==> src/rtl/load_store_unit.sv <==
// load_store_unit
//   Initiator side of the word-wide data-memory interface. Accepts RV32I
//   load/store requests from the core, issues word-aligned mem_read /
//   mem_write accesses and waits for mem_ready. Memory has no byte enables,
//   so SB/SH run as read-modify-write. Load data is sign/zero-extended.
//   Misaligned or illegal requests and memory timeouts are flagged.
//
//   state | meaning
//   IDLE  | waiting for lsu_valid; request latched on accept
//   RD    | mem_read high, waiting for mem_ready (load, or SB/SH read phase)
//   WR    | mem_write high, waiting for mem_ready (SW, or SB/SH write phase)
//   DONE  | lsu_done pulse for one cycle, then back to IDLE
//
// Ports
//   clk, rst               clock, synchronous active-high reset
//   lsu_valid/is_store/funct3/addr/wdata   request from the core
//   lsu_busy, lsu_done     status; done is a one-cycle pulse
//   lsu_rdata              extended load result, held until overwritten
//   lsu_misaligned/timeout sticky error flags, cleared on the next accept
//   mem_read/write/addr/wdata, mem_rdata, mem_ready   data-memory side
module load_store_unit #(
  parameter int unsigned TIMEOUT = 16
) (
  input  logic        clk,
  input  logic        rst,
  input  logic        lsu_valid,
  input  logic        lsu_is_store,
  input  logic [2:0]  lsu_funct3,
  input  logic [31:0] lsu_addr,
  input  logic [31:0] lsu_wdata,
  output logic        lsu_busy,
  output logic        lsu_done,
  output logic [31:0] lsu_rdata,
  output logic        lsu_misaligned,
  output logic        lsu_timeout,
  output logic        mem_read,
  output logic        mem_write,
  output logic [31:0] mem_addr,
  output logic [31:0] mem_wdata,
  input  logic [31:0] mem_rdata,
  input  logic        mem_ready
);

  typedef enum logic [1:0] {IDLE, RD, WR, DONE} state_t;

  // Wait timer is a down-counter loaded on entry to RD/WR; reaching zero
  // without mem_ready means TIMEOUT cycles have gone by unanswered.
  localparam int CW = (TIMEOUT > 1) ? $clog2(TIMEOUT) : 1;
  localparam logic [CW-1:0] CNT_LOAD = (TIMEOUT == 0) ? '0 : CW'(TIMEOUT - 1);
  localparam bit TO_EN = (TIMEOUT != 0);

  state_t        state_q, state_d;
  logic [1:0]    lane_q, lane_d;
  logic [2:0]    f3_q, f3_d;
  logic          st_q, st_d;
  logic [15:0]   wdata_q, wdata_d;
  logic [CW-1:0] cnt_q, cnt_d;
  logic [31:0]   mem_addr_d, mem_wdata_d, rdata_d;
  logic          mis_d, to_d;

  logic          req_illegal, expired;
  logic [7:0]    rd_byte;
  logic [15:0]   rd_half;
  logic [31:0]   load_ext, merged;

  always_ff @(posedge clk) begin
    if (rst) begin
      state_q        <= IDLE;
      lane_q         <= '0;
      f3_q           <= '0;
      st_q           <= 1'b0;
      wdata_q        <= '0;
      cnt_q          <= '0;
      mem_addr       <= '0;
      mem_wdata      <= '0;
      lsu_rdata      <= '0;
      lsu_misaligned <= 1'b0;
      lsu_timeout    <= 1'b0;
    end else begin
      state_q        <= state_d;
      lane_q         <= lane_d;
      f3_q           <= f3_d;
      st_q           <= st_d;
      wdata_q        <= wdata_d;
      cnt_q          <= cnt_d;
      mem_addr       <= mem_addr_d;
      mem_wdata      <= mem_wdata_d;
      lsu_rdata      <= rdata_d;
      lsu_misaligned <= mis_d;
      lsu_timeout    <= to_d;
    end
  end

  assign lsu_busy  = (state_q != IDLE);
  assign lsu_done  = (state_q == DONE);
  assign mem_read  = (state_q == RD);
  assign mem_write = (state_q == WR);

  always_comb begin
    req_illegal = 1'b0;
    if (lsu_is_store && lsu_funct3 > 3'd2)
      req_illegal = 1'b1;
    if (!lsu_is_store && (lsu_funct3 == 3'd3 || lsu_funct3 == 3'd6 || lsu_funct3 == 3'd7))
      req_illegal = 1'b1;
    if (lsu_funct3[1:0] == 2'd1 && lsu_addr[0])
      req_illegal = 1'b1;
    if (lsu_funct3[1:0] == 2'd2 && lsu_addr[1:0] != 2'd0)
      req_illegal = 1'b1;
  end

  assign expired = TO_EN && (cnt_q == '0);

  // Little-endian lane selection and sub-word merge for read-modify-write.
  always_comb begin
    rd_byte = mem_rdata[{lane_q, 3'b000} +: 8];
    rd_half = mem_rdata[{lane_q[1], 4'b0000} +: 16];
    case (f3_q)
      3'd0:    load_ext = {{24{rd_byte[7]}}, rd_byte};
      3'd1:    load_ext = {{16{rd_half[15]}}, rd_half};
      3'd4:    load_ext = {24'h0, rd_byte};
      3'd5:    load_ext = {16'h0, rd_half};
      default: load_ext = mem_rdata;
    endcase
    merged = mem_rdata;
    if (f3_q[0])
      merged[{lane_q[1], 4'b0000} +: 16] = wdata_q;
    else
      merged[{lane_q, 3'b000} +: 8] = wdata_q[7:0];
  end

  always_comb begin
    state_d     = state_q;
    lane_d      = lane_q;
    f3_d        = f3_q;
    st_d        = st_q;
    wdata_d     = wdata_q;
    cnt_d       = cnt_q;
    mem_addr_d  = mem_addr;
    mem_wdata_d = mem_wdata;
    rdata_d     = lsu_rdata;
    mis_d       = lsu_misaligned;
    to_d        = lsu_timeout;
    case (state_q)
      IDLE: begin
        if (lsu_valid) begin
          lane_d     = lsu_addr[1:0];
          f3_d       = lsu_funct3;
          st_d       = lsu_is_store;
          wdata_d    = lsu_wdata[15:0];
          mem_addr_d = {lsu_addr[31:2], 2'b00};
          cnt_d      = CNT_LOAD;
          mis_d      = 1'b0;
          to_d       = 1'b0;
          if (req_illegal) begin
            mis_d   = 1'b1;
            state_d = DONE;
          end else if (lsu_is_store && lsu_funct3 == 3'd2) begin
            mem_wdata_d = lsu_wdata;
            state_d     = WR;
          end else begin
            state_d = RD;
          end
        end
      end
      RD: begin
        if (mem_ready) begin
          if (st_q) begin
            mem_wdata_d = merged;
            cnt_d       = CNT_LOAD;
            state_d     = WR;
          end else begin
            rdata_d = load_ext;
            state_d = DONE;
          end
        end else if (expired) begin
          to_d    = 1'b1;
          state_d = DONE;
        end else begin
          cnt_d = cnt_q - CW'(1);
        end
      end
      WR: begin
        if (mem_ready) begin
          state_d = DONE;
        end else if (expired) begin
          to_d    = 1'b1;
          state_d = DONE;
        end else begin
          cnt_d = cnt_q - CW'(1);
        end
      end
      default: state_d = IDLE;
    endcase
  end

endmodule
==> config.mk <==
export PLATFORM = sky130hd
export DESIGN_NAME = load_store_unit
export DESIGN_NICKNAME = d
export VERILOG_FILES = /design/src/rtl/load_store_unit.sv
export SDC_FILE = /design/constraint.sdc
export NUM_CORES = 1
export LEC_CHECK = 0
export CORE_UTILIZATION = 50
export DETAILED_ROUTE_END_ITERATION = 8
export GPL_ROUTABILITY_DRIVEN = 0
export GPL_TIMING_DRIVEN = 0
export PLACE_DENSITY = 0.87
export SLEW_MARGIN = 0
export SYNTH_ARGS = -nofsm -noshare
export SYNTH_HDL_FRONTEND = slang
export SYNTH_SLANG_ARGS = --single-unit
==> constraint.sdc <==
create_clock -name clk -period 3.7 [get_ports clk]
set_input_delay 1.11 -clock clk [delete_from_list [all_inputs] [get_ports clk]]
set_output_delay 1.11 -clock clk [all_outputs]
set_load 0.1 [all_outputs]
==> summary.md, run 1 <==
| Metric | Value |
|---|---|
| Critical-path cell list | `inv_1, ha_1, inv_1, clkdlybuf4s50_1` |
| Pins over their slew limit | `0` |
| Final hold violations | `0` |
| Maximum VDD drop | `0.7529 mV` |
| CP startpoint | `state_q[0]$_SDFFE_PP0P_` |
| Nets@finish | `1150` |
| Post-CTS Setup Repair Bufs | `0` |
| Async S/R FF share, synth | `0%` |
| Status | `completed` |
| Die Ht | `115.8 µm` |
| Crit Path Category | `flop to primary output` |
| Commonest non-fill, non-tap cells in the layout | `202 x clkdlybuf4s50_1, 134 x nand2_1, 124 x dfxtp_1` |
| Drc violations | `0` |
| R2R Setup Slk | `1.22 ns` |
| Worst EP required | `2.59 ns` |
| Sequential power share | `22.0%` |
| RR Endpoint | `mem_wdata[3]$_SDFFE_PP0P_` |
| Leak | `0.003214 µW` |
| Critical path endpoint | `lsu_busy` |
| FF-to-FF path depth | `9` |
| PostCTS Resize Cnt | `0` |
| Layout Skew | `0.006812 ns` |
| Pwr Density | `958.2 nW/µm²` |
| TritonCTS clock tree | `done` |
| Yosys reg bits | `124` |
| Max Root-Sink Buffers | `2` |
| Initial DRC Count | `807` |
| Worst Tran Pin Value | `1.018 ns` |
| Post-Route WL | `23.24 mm` |
| Post-synthesis xor/xnor area fraction | `0%` |
| DIE AREA | `13410 µm²` |
| Wire per inst | `19.05 µm` |
| Multi-input logic area | `3611 µm²` |
| Internal power | `4122 µW` |
| Worst slack, placed | `0.5558 ns` |
| DR vias/cell | `6.203` |
| Post-route ant nets | `0` |
| RR Startpoint | `lane_q[1]$_SDFFE_PP0P_` |
| Synth warn | `0` |
| RSZ-0062 raised after global routing | `false` |
| Largest family of logic cells by synthesized area | `compound AO/OA/AOI/OAI gates` |
| Top achievable clock speed | `277.5 MHz` |
| Total GRT Usage | `34.62%` |
| Slowest CP cell | `clkdlybuf4s50_1` |
| Die W | `115.8 µm` |
| Critical Path Most Common Cell | `inv_1` |
| Setup crit end kind | `primary output` |
| Initial core utilization | `51.31%` |
| FILL cells | `986` |
| Layout Cells excl Fill | `1220` |
| CTS Root Cell | `clkbuf_16` |
| Switch share | `53.71%` |
| Clock network fraction of design power | `18.4%` |
| Simple-Gate Fraction of Synth Area | `19.00%` |
| Worst hold start | `mem_addr[30]$_SDFFE_PP0P_` |
| Crit-path max cell delay | `1.15 ns` |
| H-tree depth reported by CTS | `4` |
| Core box area | `12620 µm²` |
| Adder-cell area share of the yosys netlist | `1.932%` |
| Multiplexer share of the synthesized area | `6.976%` |
| FF/Latch Area | `2482 µm²` |
| Share of layout cells above drive strength 1 | `5.439%` |
| CP max FO | `7` |
| Setup ws final | `0.09579 ns` |
| Top Ports | `206` |
| Worst Path Arrival | `2.49 ns` |
| Seq/Total Area, Yosys | `38.34%` |
| Inserted Clock Buffers | `17` |
| Total gr overflow | `0` |
| Comb pwr share | `59.6%` |
| Global-route wire length before repair | `35.29 mm` |
| Synth Area in Compound Gates | `27.75%` |
| Fin crit share | `97.41%` |
| PortBufs | `202` |
| Vias post-DR | `7568` |
| Worst-path clk slew | `0.05 ns` |
| Setup_tns | `0 ns` |
| Net Switching | `4783 µW` |
| Most common cell after layout, fill and taps aside | `clkdlybuf4s50_1` |
| Relative slew slack | `31.91%` |
| Clk sinks | `124` |
| Hold depth | `2` |
| Largest net degree at the start of global routing | `17` |
| Detailed placer's ending HPWL | `16.95 mm` |
| Finished Cell Area | `9294 µm²` |
| DP Cell Count | `1189` |
| Setup violations, final | `0` |
| Clock network latency to the later pin of the worst-skew pair | `0.42 ns` |
| Cell count after synthesis | `814` |
| Post-layout min period | `3.604 ns` |
| Antenna violations before repair | `0` |
| EDFF count, synth | `0` |
| Rows | `41` |
| # Max-Cap Violations | `0` |
| Worst setup SP type | `flop` |
| Top FF cell, synth | `dfxtp_1` |
| Mapped cell area | `6475 µm²` |
| Area after DPL | `8716 µm²` |
| Worst hold path class | `flop to flop` |
| Vias in the first global route | `6754` |
| Post-synth cell types | `50` |
| CTS Hold Bufs | `0` |
| Router iterations before antenna repair | `8` |
| Average size of a mapped cell | `7.954 µm²` |
| Diodes inserted | `0` |
| Layout Area Growth over Synthesis | `43.54%` |
[power groups by stage]
stage | sequential [µW] | combinational (µW) | clock (µW)
after floorplan | 3980 | 1880 | 0
after global placement | 1950 | 5150 | 0
after detailed placement | 1970 | 5190 | 0
after CTS | 1950 | 5230 | 1640
after global routing | 1990 | 5550 | 1710
final | 1960 | 5300 | 1640
[metal layers]
| metal | track usage, % | part of all wire, % |
|---|---|---|
| met5 | 0 | 0 |
| met4 | 19.66 | 5.1 |
| met3 | 10.04 | 12 |
| met2 | 51.98 | 44 |
| met1 | 44.46 | 39 |
[sequential cells by signal, summed over array words and instances (netlist names), 2 cells and up]
name       cells
lane_q         2
wdata_q       16
cnt_q          4
state_q        2
mem_addr      30
mem_wdata     32
lsu_rdata     32
f3_q           3
[Yosys cell counts (12+ instances only)]
| library cell | number | area [µm²] |
|---|---|---|
| nand2_1 | 134 | 503.0 |
| dfxtp_1 | 124 | 2482 |
| a21oi_1 | 102 | 510.5 |
| nor2_1 | 67 | 251.5 |
| clkbuf_1 | 55 | 206.5 |
| mux2i_1 | 44 | 440.4 |
| o21ai_0 | 33 | 165.2 |
| a221o_1 | 32 | 320.3 |
| a31oi_1 | 32 | 200.2 |
| nand4_1 | 32 | 200.2 |
| a211oi_1 | 27 | 202.7 |
| buf_2 | 17 | 85.08 |
| inv_1 | 12 | 45.04 |
[final cells by class]
class,instances,area share (%)
plain buffers,78,3.621
clock buffers,23,5.250
clock inverters,8,0.9693
inverters,13,0.5250
multi-input cells,600,38.85
flip-flops and latches,124,26.71
well taps,172,2.316
repair buffers,202,21.76
[worst min-delay path by stage]
stage | end | slack, ns
2_1_floorplan | f3_q[2]$_SDFFE_PP0P_ | 0.44
3_3_place_gp | mem_addr[13]$_SDFFE_PP0P_ | 0.44
3_5_place_dp | mem_addr[21]$_SDFFE_PP0P_ | 0.45
4_1_cts | mem_addr[21]$_SDFFE_PP0P_ | 0.45
5_1_grt | mem_addr[16]$_SDFFE_PP0P_ | 0.47
6_report | mem_addr[30]$_SDFFE_PP0P_ | 0.45
[logic make-up (layout without fill, tap and decap cells)]
logic type | after synthesis | after routing
other cells | 1 | 2
flops | 124 | 124
compound gates | 271 | 271
buf+inv | 91 | 324
mux | 45 | 45
simple gates | 272 | 272
fa+ha+maj | 10 | 10
[stage by stage]
step           power, µW  utilization, %  hold slack (ns)
2_1_floorplan       5860               -           0.4363
3_3_place_gp        7103           69.07           0.4415
3_5_place_dp        7164           69.07           0.4465
4_1_cts             8826           73.65           0.4531
5_1_grt             9243           73.65           0.4725
6_report            8905           73.65           0.4487
[critical path, delay by kind of cell, from the launching register on]
family,cells,cell delay [ns]
fa+ha+maj,1,0.29
buf+inv,3,1.37
flops,1,0.41
Power figures use the tool's default switching activity.
==> run 2: changes to the inputs <==
Clock period 3.7 ns to 4.5 ns, I/O delays scaled along.
==> results of run 2 <==
Same layout as run 1 (identical final DEF). Status: completed.
Main changes from that run: setup slack after placement 0.5558 ns -> 1.116 ns; setup slack after layout 0.09579 ns -> 0.6558 ns; register-to-register setup slack 1.22 ns -> 2.02 ns; total power 8905 µW -> 7322 µW; worst IR drop on VDD 0.7529 mV -> 0.6191 mV
==> run 3: changes to the inputs <==
Settings changed: GPL_ROUTABILITY_DRIVEN 0 to 1.
==> summary.md, run 3 (synthesized netlist as in run 1, its figures left out) <==
| Metric | Value |
|---|---|
| Router iterations before antenna repair | `7` |
| DIE AREA | `13410 µm²` |
| Total GRT Usage | `36.73%` |
| Status | `completed` |
| Initial DRC Count | `966` |
| Total gr overflow | `0` |
| Relative slew slack | `31.47%` |
| Commonest non-fill, non-tap cells in the layout | `202 x clkdlybuf4s50_1, 134 x nand2_1, 124 x dfxtp_1` |
| Clk sinks | `124` |
| DR vias/cell | `6.093` |
| Share of layout cells above drive strength 1 | `5.529%` |
| CTS Root Cell | `clkbuf_16` |
| Antenna violations before repair | `0` |
| CP max FO | `7` |
| Setup violations, final | `0` |
| Post-layout min period | `3.873 ns` |
| Leak | `0.003245 µW` |
| Post-CTS Setup Repair Bufs | `0` |
| Initial core utilization | `51.31%` |
| Worst EP required | `3.15 ns` |
| PostCTS Resize Cnt | `0` |
| Layout Area Growth over Synthesis | `45.02%` |
| Vias in the first global route | `7118` |
| Post-route ant nets | `0` |
| Maximum VDD drop | `0.7334 mV` |
| Final hold violations | `0` |
| TritonCTS clock tree | `done` |
| Most common cell after layout, fill and taps aside | `clkdlybuf4s50_1` |
| Diodes inserted | `0` |
| Worst Tran Pin Value | `1.026 ns` |
| Global-route wire length before repair | `37.39 mm` |
| Post-Route WL | `24.16 mm` |
| Top Ports | `206` |
| Wire per inst | `19.79 µm` |
| Worst setup SP type | `flop` |
| Layout Skew | `0.01075 ns` |
| Worst slack, placed | `1.085 ns` |
| FF/Latch Area | `2482 µm²` |
| Rows | `41` |
| Fin crit share | `86.07%` |
| PortBufs | `202` |
| Nets@finish | `1150` |
| Power Total | `7565 µW` |
| Inserted Clock Buffers | `17` |
| CTS Hold Bufs | `0` |
| Gp weighted congestion | `0.9721` |
| Largest net degree at the start of global routing | `17` |
| Clock network latency to the later pin of the worst-skew pair | `0.43 ns` |
| Die W | `115.8 µm` |
| Vias post-DR | `7439` |
| Multi-input logic area | `3611 µm²` |
| Top achievable clock speed | `258.2 MHz` |
| Detailed placer's ending HPWL | `17.78 mm` |
| Worst Path Arrival | `2.52 ns` |
| Crit Path Category | `flop to primary output` |
| Pwr Density | `805.6 nW/µm²` |
| Setup crit end kind | `primary output` |
| Setup ws final | `0.6267 ns` |
| Top Registers | `lsu_rdata x32, mem_wdata x32, mem_addr x30` |
| Die Ht | `115.8 µm` |
| RSZ-0062 raised after global routing | `false` |
| Worst-path clk slew | `0.06 ns` |
| Worst hold path class | `flop to flop` |
| Core box area | `12620 µm²` |
| Pins over their slew limit | `0` |
| Setup_tns | `0 ns` |
| Max Root-Sink Buffers | `2` |
| H-tree depth reported by CTS | `4` |
| # Max-Cap Violations | `0` |
| Drc violations | `0` |
| FILL cells | `1016` |
-- run 3: worst max-delay path: stages, from the launching register on --
cell and delay [ns]:
dfxtp_1 0.41, inv_1 0.09, ha_1 0.30, inv_1 0.14
clkdlybuf4s50_1 1.15
-- run 3: final timing paths --
check                            from                   endpoint  slack [ns]  cells past startpoint
max           state_q[0]$_SDFFE_PP0P_                   lsu_busy        0.63                      4
min          mem_addr[7]$_SDFFE_PP0P_   mem_addr[7]$_SDFFE_PP0P_        0.45                      2
max reg2reg    lane_q[1]$_SDFFE_PP0P_  mem_wdata[7]$_SDFFE_PP0P_        1.90                      9
min reg2reg  mem_addr[7]$_SDFFE_PP0P_   mem_addr[7]$_SDFFE_PP0P_        0.45                      2
-- run 3: where the power goes --
group          switching (µW)  internal (µW)
Sequential                212           1400
Clock                     513           1070
Combinational            3250           1130
Total                    3970           3590
-- run 3: through the flow --
stage	area, µm²	hold slack, ns	utilization (%)	std cells
floorplan	6479	0.4363	-	815
global placement	8716	0.4406	69.07	1189
detailed placement	8716	0.4474	69.07	1189
CTS	9390	0.4544	74.41	1221
global route	9390	0.4786	74.41	1221
finish	9390	0.4515	74.41	1221
-- run 3: final cells by class --
class,instances,area share (%)
Clock buffer,21,4.903
Clock inverter,11,2.278
Tap cell,172,2.292
Multi-Input combinational cell,600,38.45
Inverter,13,0.5197
Buffer,78,3.584
Timing Repair Buffer,202,21.53
Sequential cell,124,26.44
-- run 3: routing by layer --
metal	track usage, %	wire, µm	up-vias
met5	0	0	-
met4	19.49	1033	0
met3	9.990	2724	85
met2	57.02	10900	484
met1	46.57	9504	3443
li1	-	-	3427
